**src/rtl/ahb_traffic_gen.sv**
```systemverilog
// ahb_traffic_gen
//   AHB-Lite master traffic generator. On a start pulse it writes
//   data(i) = 32'hC0DE_0000 | i to NUM_WORDS consecutive words starting at
//   BASE_ADDR. It then reads the same words back and checks each one. It
//   reports completion on done_r. Mismatches and ERROR responses are reported
//   on error_r (sticky for the run) and err_count (saturating).
//
// Ports
//   clk        in   rising-edge clock
//   rst_n      in   synchronous active-low reset
//   start      in   run request, honoured in IDLE or DONE only
//   haddr      out  [31:0] address phase address
//   htrans     out  [1:0]  IDLE (00) or NONSEQ (10)
//   hwrite     out  transfer direction (1 = write)
//   hsize      out  [2:0]  constant word size
//   hburst     out  [2:0]  constant SINGLE
//   hwdata     out  [31:0] write data for the transfer in data phase
//   hrdata     in   [31:0] read data
//   hready     in   1 = current data phase completes / address accepted
//   hresp      in   0 = OKAY, 1 = ERROR
//   done_r     out  run complete
//   error_r    out  any mismatch or ERROR response seen in this run
//   err_count  out  [15:0] number of failing transfers, saturates at FFFF

module ahb_traffic_gen #(
  parameter int unsigned NUM_WORDS = 16,
  parameter logic [31:0] BASE_ADDR = 32'h0000_0000
) (
  input  logic        clk,
  input  logic        rst_n,
  input  logic        start,
  output logic [31:0] haddr,
  output logic [1:0]  htrans,
  output logic        hwrite,
  output logic [2:0]  hsize,
  output logic [2:0]  hburst,
  output logic [31:0] hwdata,
  input  logic [31:0] hrdata,
  input  logic        hready,
  input  logic        hresp,
  output logic        done_r,
  output logic        error_r,
  output logic [15:0] err_count
);

  localparam logic [1:0]  HTRANS_IDLE   = 2'b00;
  localparam logic [1:0]  HTRANS_NONSEQ = 2'b10;
  localparam logic [15:0] LAST_IDX      = 16'(NUM_WORDS - 1);

  typedef enum logic [2:0] {
    S_IDLE,
    S_WR,
    S_RD,
    S_LAST,
    S_DONE
  } state_t;

  state_t      state;
  logic [15:0] idx;       // index of the transfer in address phase
  logic        dp_valid;  // a transfer is in its data phase
  logic        dp_write;
  logic [15:0] dp_idx;    // index of the transfer in data phase
  logic        dp_done;
  logic        dp_bad;

  function automatic logic [31:0] pattern(input logic [15:0] i);
    return 32'hC0DE_0000 | {16'h0000, i};
  endfunction

  assign hsize  = 3'b010;
  assign hburst = 3'b000;

  // A data phase fails on an ERROR completion, or on an OKAY read whose data
  // does not match the pattern. Reads that complete with ERROR are not compared.
  always_comb begin
    dp_done = dp_valid && hready;
    dp_bad  = dp_done && (hresp || (!dp_write && (hrdata != pattern(dp_idx))));
  end

  always_ff @(posedge clk) begin
    if (!rst_n) begin
      state     <= S_IDLE;
      idx       <= '0;
      dp_valid  <= 1'b0;
      dp_write  <= 1'b0;
      dp_idx    <= '0;
      haddr     <= '0;
      htrans    <= HTRANS_IDLE;
      hwrite    <= 1'b0;
      hwdata    <= '0;
      done_r    <= 1'b0;
      error_r   <= 1'b0;
      err_count <= '0;
    end else begin
      // Pipeline advance: when hready is high, the transfer in address phase
      // moves into data phase. For a write, its data goes on hwdata
      // in the same step.
      if (hready) begin
        dp_valid <= (htrans == HTRANS_NONSEQ);
        dp_write <= hwrite;
        dp_idx   <= idx;
        if ((htrans == HTRANS_NONSEQ) && hwrite) begin
          hwdata <= pattern(idx);
        end
      end

      if (dp_bad) begin
        error_r <= 1'b1;
        if (err_count != '1) begin
          err_count <= err_count + 16'd1;
        end
      end

      case (state)
        S_IDLE: begin
          if (start) begin
            state     <= S_WR;
            idx       <= '0;
            haddr     <= BASE_ADDR;
            htrans    <= HTRANS_NONSEQ;
            hwrite    <= 1'b1;
            done_r    <= 1'b0;
            error_r   <= 1'b0;
            err_count <= '0;
          end
        end

        S_WR: begin
          if (hready) begin
            if (idx == LAST_IDX) begin
              // First read address phase overlaps the last write data phase.
              state  <= S_RD;
              idx    <= '0;
              haddr  <= BASE_ADDR;
              hwrite <= 1'b0;
            end else begin
              idx   <= idx + 16'd1;
              haddr <= haddr + 32'd4;
            end
          end
        end

        S_RD: begin
          if (hready) begin
            if (idx == LAST_IDX) begin
              state  <= S_LAST;
              htrans <= HTRANS_IDLE;
            end else begin
              idx   <= idx + 16'd1;
              haddr <= haddr + 32'd4;
            end
          end
        end

        S_LAST: begin
          // The final read data phase is checked by the shared logic above.
          if (hready) begin
            state <= S_DONE;
          end
        end

        S_DONE: begin
          done_r <= 1'b1;
          if (start) begin
            state     <= S_WR;
            idx       <= '0;
            haddr     <= BASE_ADDR;
            htrans    <= HTRANS_NONSEQ;
            hwrite    <= 1'b1;
            done_r    <= 1'b0;
            error_r   <= 1'b0;
            err_count <= '0;
          end
        end

        default: begin
          state <= S_IDLE;
        end
      endcase
    end
  end

endmodule

```
**config.mk**
```make
export PLATFORM = sky130hd
export DESIGN_NAME = ahb_traffic_gen
export DESIGN_NICKNAME = d
export VERILOG_FILES = /design/src/rtl/ahb_traffic_gen.sv
export SDC_FILE = /design/constraint.sdc
export NUM_CORES = 1
export LEC_CHECK = 0
export CAP_MARGIN = 10
export CORE_MARGIN = 5
export CORE_UTILIZATION = 31
export CTS_CLUSTER_DIAMETER = 40
export DETAILED_ROUTE_END_ITERATION = 7
export GPL_TIMING_DRIVEN = 0
export HOLD_SLACK_MARGIN = 0.15
export PLACE_DENSITY = 0.51
export SKIP_CTS_REPAIR_TIMING = 1
export SYNTH_ARGS = -nofsm -noshare
export SYNTH_HDL_FRONTEND = slang
export SYNTH_SLANG_ARGS = --single-unit
```
**constraint.sdc**
```tcl
create_clock -name clk -period 2.8 [get_ports clk]
set_input_delay 0.28 -clock clk [delete_from_list [all_inputs] [get_ports clk]]
set_output_delay 0.28 -clock clk [all_outputs]
set_load 0.01 [all_outputs]
```
==> out/results.txt, run 1 <==
post-synthesis sequential area ratio - 39.9%
Cell Count, Final, Fillers Out - 976
worst-margin pin slew - 0.724 ns
Max Cap Viol - 0
endpoint class of the critical path - flop
post-route clock period utilization - 93.3%
total DRC errors in the routed layout - 0
setup_tns - 0 ns
total power density per cell area - 472 nW/um2
cell total after placement - 961
share of final-layout standard cells stronger than drive strength 1 - 8.73%
site row count - 47
Final setup viols - 0
sequential fraction of design power - 46.0%
Die Y-Extent - 140 um
Root Buffer Master - clkbuf_16
GRT overflow - 0
share of total power in combinational logic - 11.7%
leakage power figure - 2.36 nW
path type of the worst min-delay path - reg -> reg
number of clock buffers inserted by TritonCTS - 9
WL per Instance - 15.4 um
final net count - 791
R2R Path Start - dp_idx[0]
maximum number of pins on one net before global-route repair - 19
routed length on met3 - 881 um
Clk pwr share - 42.4%
worst setup path category - reg -> reg
FMAX - 0.383 GHz
Via Count - 4756
Worst Setup SP - dp_idx[0]
Pint - 0.00246 W
total die area - 19500 um2
standard cell area after detailed placement - 6650 um2
synthesized-area fraction occupied by adder cells - 0.719%
Yosys cell types - 53
portion of synthesized cell area occupied by the leading cell type - 39.9%
minimum clock period - 2.61 ns
xor and xnor area share after synthesis - 8.22%
number of clock sinks - 104
Top-Level Pins - 128
routed length on met2 - 6.85 mm
insertion delay of the later-clocked pin in the worst-skew pair - 0.36 ns
most instantiated flip-flop cell in the synthesis netlist - dfxtp_1
number of flops mapped to enable cells by yosys - 0
arrival time of the worst setup path - 2.90 ns
cell taking the most area after synthesis - dfxtp_1
number of antenna violations at the first check in global routing - 0
fin util - 42.3%
complex-gate fraction of the synthesized area - 11.5%
vias in the first global route - 4615
top layer in use - met4
Area contributors post-synth - dfxtp_1 40%, xnor2_1 5.5%, nand2_1 4.4%, buf_4 4.2%, mux2i_1 3.6%
normalized max-slew margin - 51.7%
number of hold-slack violations in the final timing report - 0
post-synthesis cell count - 616
run status - completed
Horiz. Die Dim - 140 um
worst clock skew - 0.00931 ns
per-instance average area after synthesis - 8.47 um2
share of synthesized cell area in and, or, nand and nor gates - 28.6%
count of state elements after synthesis - 104
maximum fanout count along the critical path - 10
initial core utilization - 31.6%
Core ar. - 16500 um2
combined global-route utilization of all metal layers - 15.2%
count of TritonRoute iterations in the first routing pass - 4
fraction of registers with async set or reset after synthesis - 0%
CTS tree - built
count of synthesis-stage warnings from yosys - 0
top post-synthesis cells by count - 104 x dfxtp_1, 61 x nand2_1, 48 x nor2_1
total net switching power - 0.000849 W
post-route cell area - 7000 um2
DRC marker count from the first detailed-route iteration - 252
area growth from synthesis to layout - 34.1%
detailed-route wire length - 15.0 mm
RSZ-0062 raised after global routing - false
Critical Path Source Type - flop
count of antenna-violating nets left after detailed routing - 0
switching part of the total power - 25.7%
global-route wire length before repair - 24.4 mm
Fillers - 1671
total half-perimeter wirelength after legalization and detailed placement - 11.2 mm
Worst Path Required - 3.09 ns
clock-pin slew reported for the worst setup and hold paths after clock tree synthesis - 0.07 ns
multiplexer share of the synthesized area - 3.64%
Final Max Slew Viols - 0
maximum level of the CTS H-tree - 3
placer congestion estimate - 0.855
most numerous cell in the Yosys netlist - dfxtp_1
count of input and output buffers - 110
dominant combinational cell family by area after synthesis - simple AND/OR/NAND/NOR gates
Max Buffers Root-to-Sink - 2
netlist area before placement - 5220 um2
Hold Path Origin - hwdata[5]
Post-Route M1 WL - 7.11 mm
via density per instance - 4.87
Inserted Diodes - 0
worst vdd ir - 364 uV
==> layout by cell type (no fill, tap or decap), types with 4 or more instances in the layout <==
master | synthesis | layout
clkdlybuf4s50_1 | 0 | 110
dfxtp_1 | 104 | 104
nand2_1 | 61 | 61
nor2_1 | 48 | 48
xnor2_1 | 33 | 33
buf_4 | 29 | 29
nand3_1 | 26 | 26
nor4_1 | 25 | 25
nor2b_1 | 22 | 22
a21boi_0 | 21 | 21
clkbuf_1 | 22 | 20
a21oi_1 | 20 | 19
mux2i_1 | 19 | 19
conb_1 | 2 | 17
o21ai_0 | 17 | 16
xor2_1 | 16 | 16
or4_1 | 15 | 15
nor3_1 | 15 | 15
and3_1 | 12 | 12
inv_1 | 11 | 11
o31ai_1 | 10 | 10
clkbuf_16 | 0 | 9
nand2b_1 | 8 | 8
nand4_1 | 8 | 8
and2_1 | 8 | 8
or3_1 | 7 | 7
buf_2 | 7 | 6
and4_1 | 4 | 4
nor3b_1 | 4 | 4
a211oi_1 | 4 | 4
==> sequential cells by signal (all words and copies together), names as in the netlist <==
signal / cells
haddr: 30
hwdata: 17
dp_idx: 16
err_count: 16
idx: 16
state: 3
done_r: 1
dp_valid: 1
dp_write: 1
error_r: 1
htrans: 1
hwrite: 1
==> worst max-delay path: stages, from the launching register on <==
cell and delay, ns:
dfxtp_1 0.34, xor2_1 0.16, nor4_1 0.38, nand4_1 0.28, nor4_2 0.67, buf_4 0.29, buf_4 0.19, o21ai_0 0.09
a21oi_1 0.14
==> kinds of logic (layout without fill, tap and decap cells) <==
| family | count (synthesis) | in the layout |
|---|---|---|
| AO/OA/AOI/OAI | 92 | 92 |
| XOR/XNOR | 49 | 49 |
| adder cells (fa/ha/maj) | 3 | 3 |
| buffers and inverters | 69 | 194 |
| flip-flops | 104 | 104 |
| multiplexers | 19 | 19 |
| other | 2 | 17 |
| AND/OR/NAND/NOR | 278 | 278 |
==> per-layer routing <==
metal | up-vias | global-route usage [%]
li1 | 2399 | -
met1 | 2212 | 20.5
met2 | 133 | 24.0
met3 | 12 | 3.46
met4 | 0 | 5.20
met5 | - | 0
==> power by group through the flow <==
| stage | clock network [W] | logic, W | registers (W) |
|---|---|---|---|
| 6_report | 0.00140 | 0.000385 | 0.00152 |
| 5_1_grt | 0.00149 | 0.000425 | 0.00152 |
| 4_1_cts | 0.00145 | 0.000380 | 0.00152 |
| 3_5_place_dp | 0 | 0.000379 | 0.00155 |
| 3_3_place_gp | 0 | 0.000375 | 0.00155 |
| 2_1_floorplan | 0 | 0.000224 | 0.00155 |
==> path summary, 6_finish.rpt <==
kind                            cells after the start           end  slack, ns
worst max-delay path                                8  err_count[1]       0.19
worst min-delay path                                2     hwdata[5]       0.46
worst max register to register                      8  err_count[1]       0.19
worst min register to register                      2     hwdata[5]       0.46
==> stage by stage <==
stage	hold slack (ns)	setup slack, ns	total power [W]
after global routing	0.480	0.0314	0.00344
after floorplan	0.479	0.642	0.00177
final	0.462	0.187	0.00331
after detailed placement	0.457	-0.228	0.00193
after CTS	0.468	-0.0763	0.00335
after global placement	0.456	-0.211	0.00193
==> cell type report <==
| type | instances | area [um2] | area share [%] |
|---|---|---|---|
| Multi-Input combinational cell | 458 | 2840 | 40.5 |
| Sequential cell | 104 | 2080 | 29.8 |
| Timing Repair Buffer | 110 | 1100 | 15.7 |
| Buffer | 57 | 335 | 4.79 |
| Tap cell | 220 | 275 | 3.93 |
| Clock buffer | 9 | 225 | 3.22 |
| Clock inverter | 7 | 103 | 1.47 |
| Inverter | 11 | 41.3 | 0.590 |
Power figures use the tool's default switching activity.
==> inputs of run 2 (changes only) <==
--- a/config.mk
+++ b/config.mk
@@ -5,12 +5,12 @@
 export SDC_FILE = /design/constraint.sdc
 export NUM_CORES = 1
 export LEC_CHECK = 0
+export ABC_CLOCK_PERIOD_IN_PS = 2800
 export CAP_MARGIN = 10
 export CORE_MARGIN = 5
 export CORE_UTILIZATION = 31
 export CTS_CLUSTER_DIAMETER = 40
 export DETAILED_ROUTE_END_ITERATION = 7
-export GPL_TIMING_DRIVEN = 0
 export HOLD_SLACK_MARGIN = 0.15
 export PLACE_DENSITY = 0.51
 export SKIP_CTS_REPAIR_TIMING = 1
==> run 2 against run 1 <==
Compared with the run above: cell count down 4.0%; sequential power about the same; cell area down 3.3%; sequential share of layout area up 1.0 points; non-clock buffer count down 39; critical path depth unchanged; global-route usage down 0.95 points; via count down 3.6%; first-iteration DRC count up 27%; setup slack better by 0.20 ns; clock skew down 0.0017 ns; critical endpoint is now idx[1]; register-to-register slack better by 0.20 ns.
==> out/results.txt, run 2 (synthesis gave the netlist of run 1 again) <==
cell total after placement - 921 (-4.2%)
FMAX - 0.414 GHz (+8.3%)
fin util - 41.0% (-1.4 points)
worst setup path category - reg -> reg
clock-pin slew reported for the worst setup and hold paths after clock tree synthesis - 0.07 ns (about the same)
setup slack on the worst flop-to-flop path - 0.39 ns (+0.20 ns)
share of total power in combinational logic - 11.1% (-0.6 points)
Via Count - 4587 (-3.6%)
count of TritonRoute iterations in the first routing pass - 4 (unchanged)
switching part of the total power - 25.7% (about the same)
count of input and output buffers - 110 (unchanged)
WL per Instance - 15.0 um (-2.4%)
worst vdd ir - 318 uV (-13%)
run status - completed
maximum level of the CTS H-tree - 3 (unchanged)
cell with the largest stage delay on the worst path - dfxtp_1
Core ar. - 16500 um2 (unchanged)
number of clock sinks - 104 (unchanged)
initial core utilization - 31.6% (unchanged)
minimum clock period - 2.41 ns (-0.200 ns)
endpoint class of the critical path - flop
GRT overflow - 0 (unchanged)
combined global-route utilization of all metal layers - 14.2% (-0.95 points)
Worst Path Required - 3.05 ns (-0.04 ns)
global-route wire length before repair - 23.0 mm (-5.5%)
most frequent cells in the layout - 110 x clkdlybuf4s50_1, 104 x dfxtp_1, 61 x nand2_1, 48 x nor2_1, 33 x xnor2_1
DRC marker count from the first detailed-route iteration - 321 (+27%)
most common library cell in the layout ignoring fill and taps - clkdlybuf4s50_1
Max Buffers Root-to-Sink - 2 (unchanged)
total DRC errors in the routed layout - 0 (unchanged)
total die area - 19500 um2 (unchanged)
cell chain of the critical path - ha_1 -> nor4bb_1 -> nand4_1 -> a21oi_2 -> buf_4 -> or2_1 -> o21ai_0 -> and2_1
maximum cell stage delay along the critical path - 0.43 ns (-0.24 ns)
Inserted Diodes - 0 (unchanged)
worst hold slack across all endpoints - 0.469 ns (+0.00744 ns)
Final setup viols - 0 (unchanged)
total half-perimeter wirelength after legalization and detailed placement - 10.3 mm (-8.0%)
Critical Path Source Type - flop
worst clock skew - 0.00759 ns (-0.00172 ns)
Worst Setup SP - idx[0]
total net switching power - 0.000810 W (-4.6%)
number of hold-slack violations in the final timing report - 0 (unchanged)
registers with the most flip-flops - haddr x30, hwdata x17
Final Max Slew Viols - 0 (unchanged)
arrival time of the worst setup path - 2.66 ns (-0.24 ns)
CTS tree - built
share of final-layout standard cells stronger than drive strength 1 - 6.28% (-2.5 points)
sum of buffers and inverters on the critical path - 1 (-1)
placer congestion estimate - 0.879 (+2.8%)
endpoint of the most critical setup path - idx[1]
number of gates on the worst path with buffers counted - 8 (unchanged)
maximum fanout count along the critical path - 14 (+4)
Die Y-Extent - 140 um (unchanged)
Max Cap Viol - 0 (unchanged)
setup_tns - 0 ns (unchanged)
Fillers - 1657 (-0.84%)
worst reg2reg path endpoint - idx[1]
number of antenna violations at the first check in global routing - 0 (unchanged)
post-route clock period utilization - 86.2% (-7.1 points)
RSZ-0062 raised after global routing - false
Top-Level Pins - 128 (unchanged)
detailed-route wire length - 14.1 mm (-6.3%)
top register by number of flip-flops - haddr
worst-margin pin slew - 0.652 ns (-0.0715 ns)
site row count - 47 (unchanged)
insertion delay of the later-clocked pin in the worst-skew pair - 0.35 ns (about the same)
number of clock buffers inserted by TritonCTS - 9 (unchanged)
vias in the first global route - 4460 (-3.4%)
area growth from synthesis to layout - 29.7%
Root Buffer Master - clkbuf_16
Horiz. Die Dim - 140 um (unchanged)
Cell Count, Final, Fillers Out - 937 (-4.0%)
R2R depth - 8 (unchanged)
total power density per cell area - 466 nW/um2 (-1.4%)
number of flip-flops under the largest register name - 30 (unchanged)
normalized max-slew margin - 56.4% (+4.7 points)
count of antenna-violating nets left after detailed routing - 0 (unchanged)
maximum number of pins on one net before global-route repair - 35 (+16)
Pint - 0.00234 W (-4.6%)
via density per instance - 4.90 (+0.46%)
CP top delay family - simple AND/OR/NAND/NOR gates
sequential fraction of design power - 48.3% (+2.3 points)
final net count - 752 (-4.9%)
leakage power figure - 2.22 nW (-6.2%)
R2R Path Start - idx[0]
path type of the worst min-delay path - reg -> reg
Clk pwr share - 40.6% (-1.8 points)
-- run 2: power by group through the flow --
stage	combinational, W	clock, W	sequential [W]
after floorplan	0.000224	0	0.00155
after global placement	0.000348	0	0.00156
after detailed placement	0.000351	0	0.00156
after CTS	0.000352	0.00133	0.00152
after global routing	0.000385	0.00139	0.00153
final	0.000350	0.00128	0.00152
-- run 2: tightest hold or removal path, cell delays in order, from the launching register on --
cell and delay (ns):
dfxtp_1 0.31, nand2_1 0.05, a21boi_0 0.06
-- run 2: area by class of cell --
| type | count | area [um2] | share of cell area, % |
|---|---|---|---|
| Timing Repair Buffer | 128 | 1250 | 18.4 |
| Clock buffer | 9 | 225 | 3.33 |
| Multi-Input combinational cell | 458 | 2830 | 41.7 |
| Inverter | 11 | 41.3 | 0.610 |
| Sequential cell | 104 | 2080 | 30.8 |
| Tap cell | 220 | 275 | 4.07 |
| Clock inverter | 7 | 71.3 | 1.05 |
-- run 2: worst min-delay path by stage --
stage / from / endpoint / slack (ns) / cells past startpoint
floorplan: idx[15] / hwdata[15] / 0.48 / 2
global placement: hwdata[1] / hwdata[1] / 0.46 / 2
detailed placement: hwdata[0] / hwdata[0] / 0.46 / 2
CTS: hwdata[0] / hwdata[0] / 0.47 / 2
global route: hwdata[4] / hwdata[4] / 0.49 / 2
finish: hwdata[4] / hwdata[4] / 0.47 / 2
-- run 2: metal layers --
layer / share of wire, % / vias up / global-route usage, %
met2: 46 / 123 / 22.6
met3: 6.3 / 16 / 4.67
met1: 47 / 2132 / 18.4
met4: 1.2 / 0 / 4.33
li1: - / 2316 / -
met5: 0 / - / 0
-- run 2: per-stage QoR --
stage                     cell area (um2)  total power (W)  setup slack (ns)
after CTS                            6770          0.00321             0.407
after global placement               6470          0.00190             0.325
after floorplan                      5280          0.00177             0.642
after detailed placement             6470          0.00191             0.304
final                                6770          0.00315             0.387
after global routing                 6770          0.00330             0.216
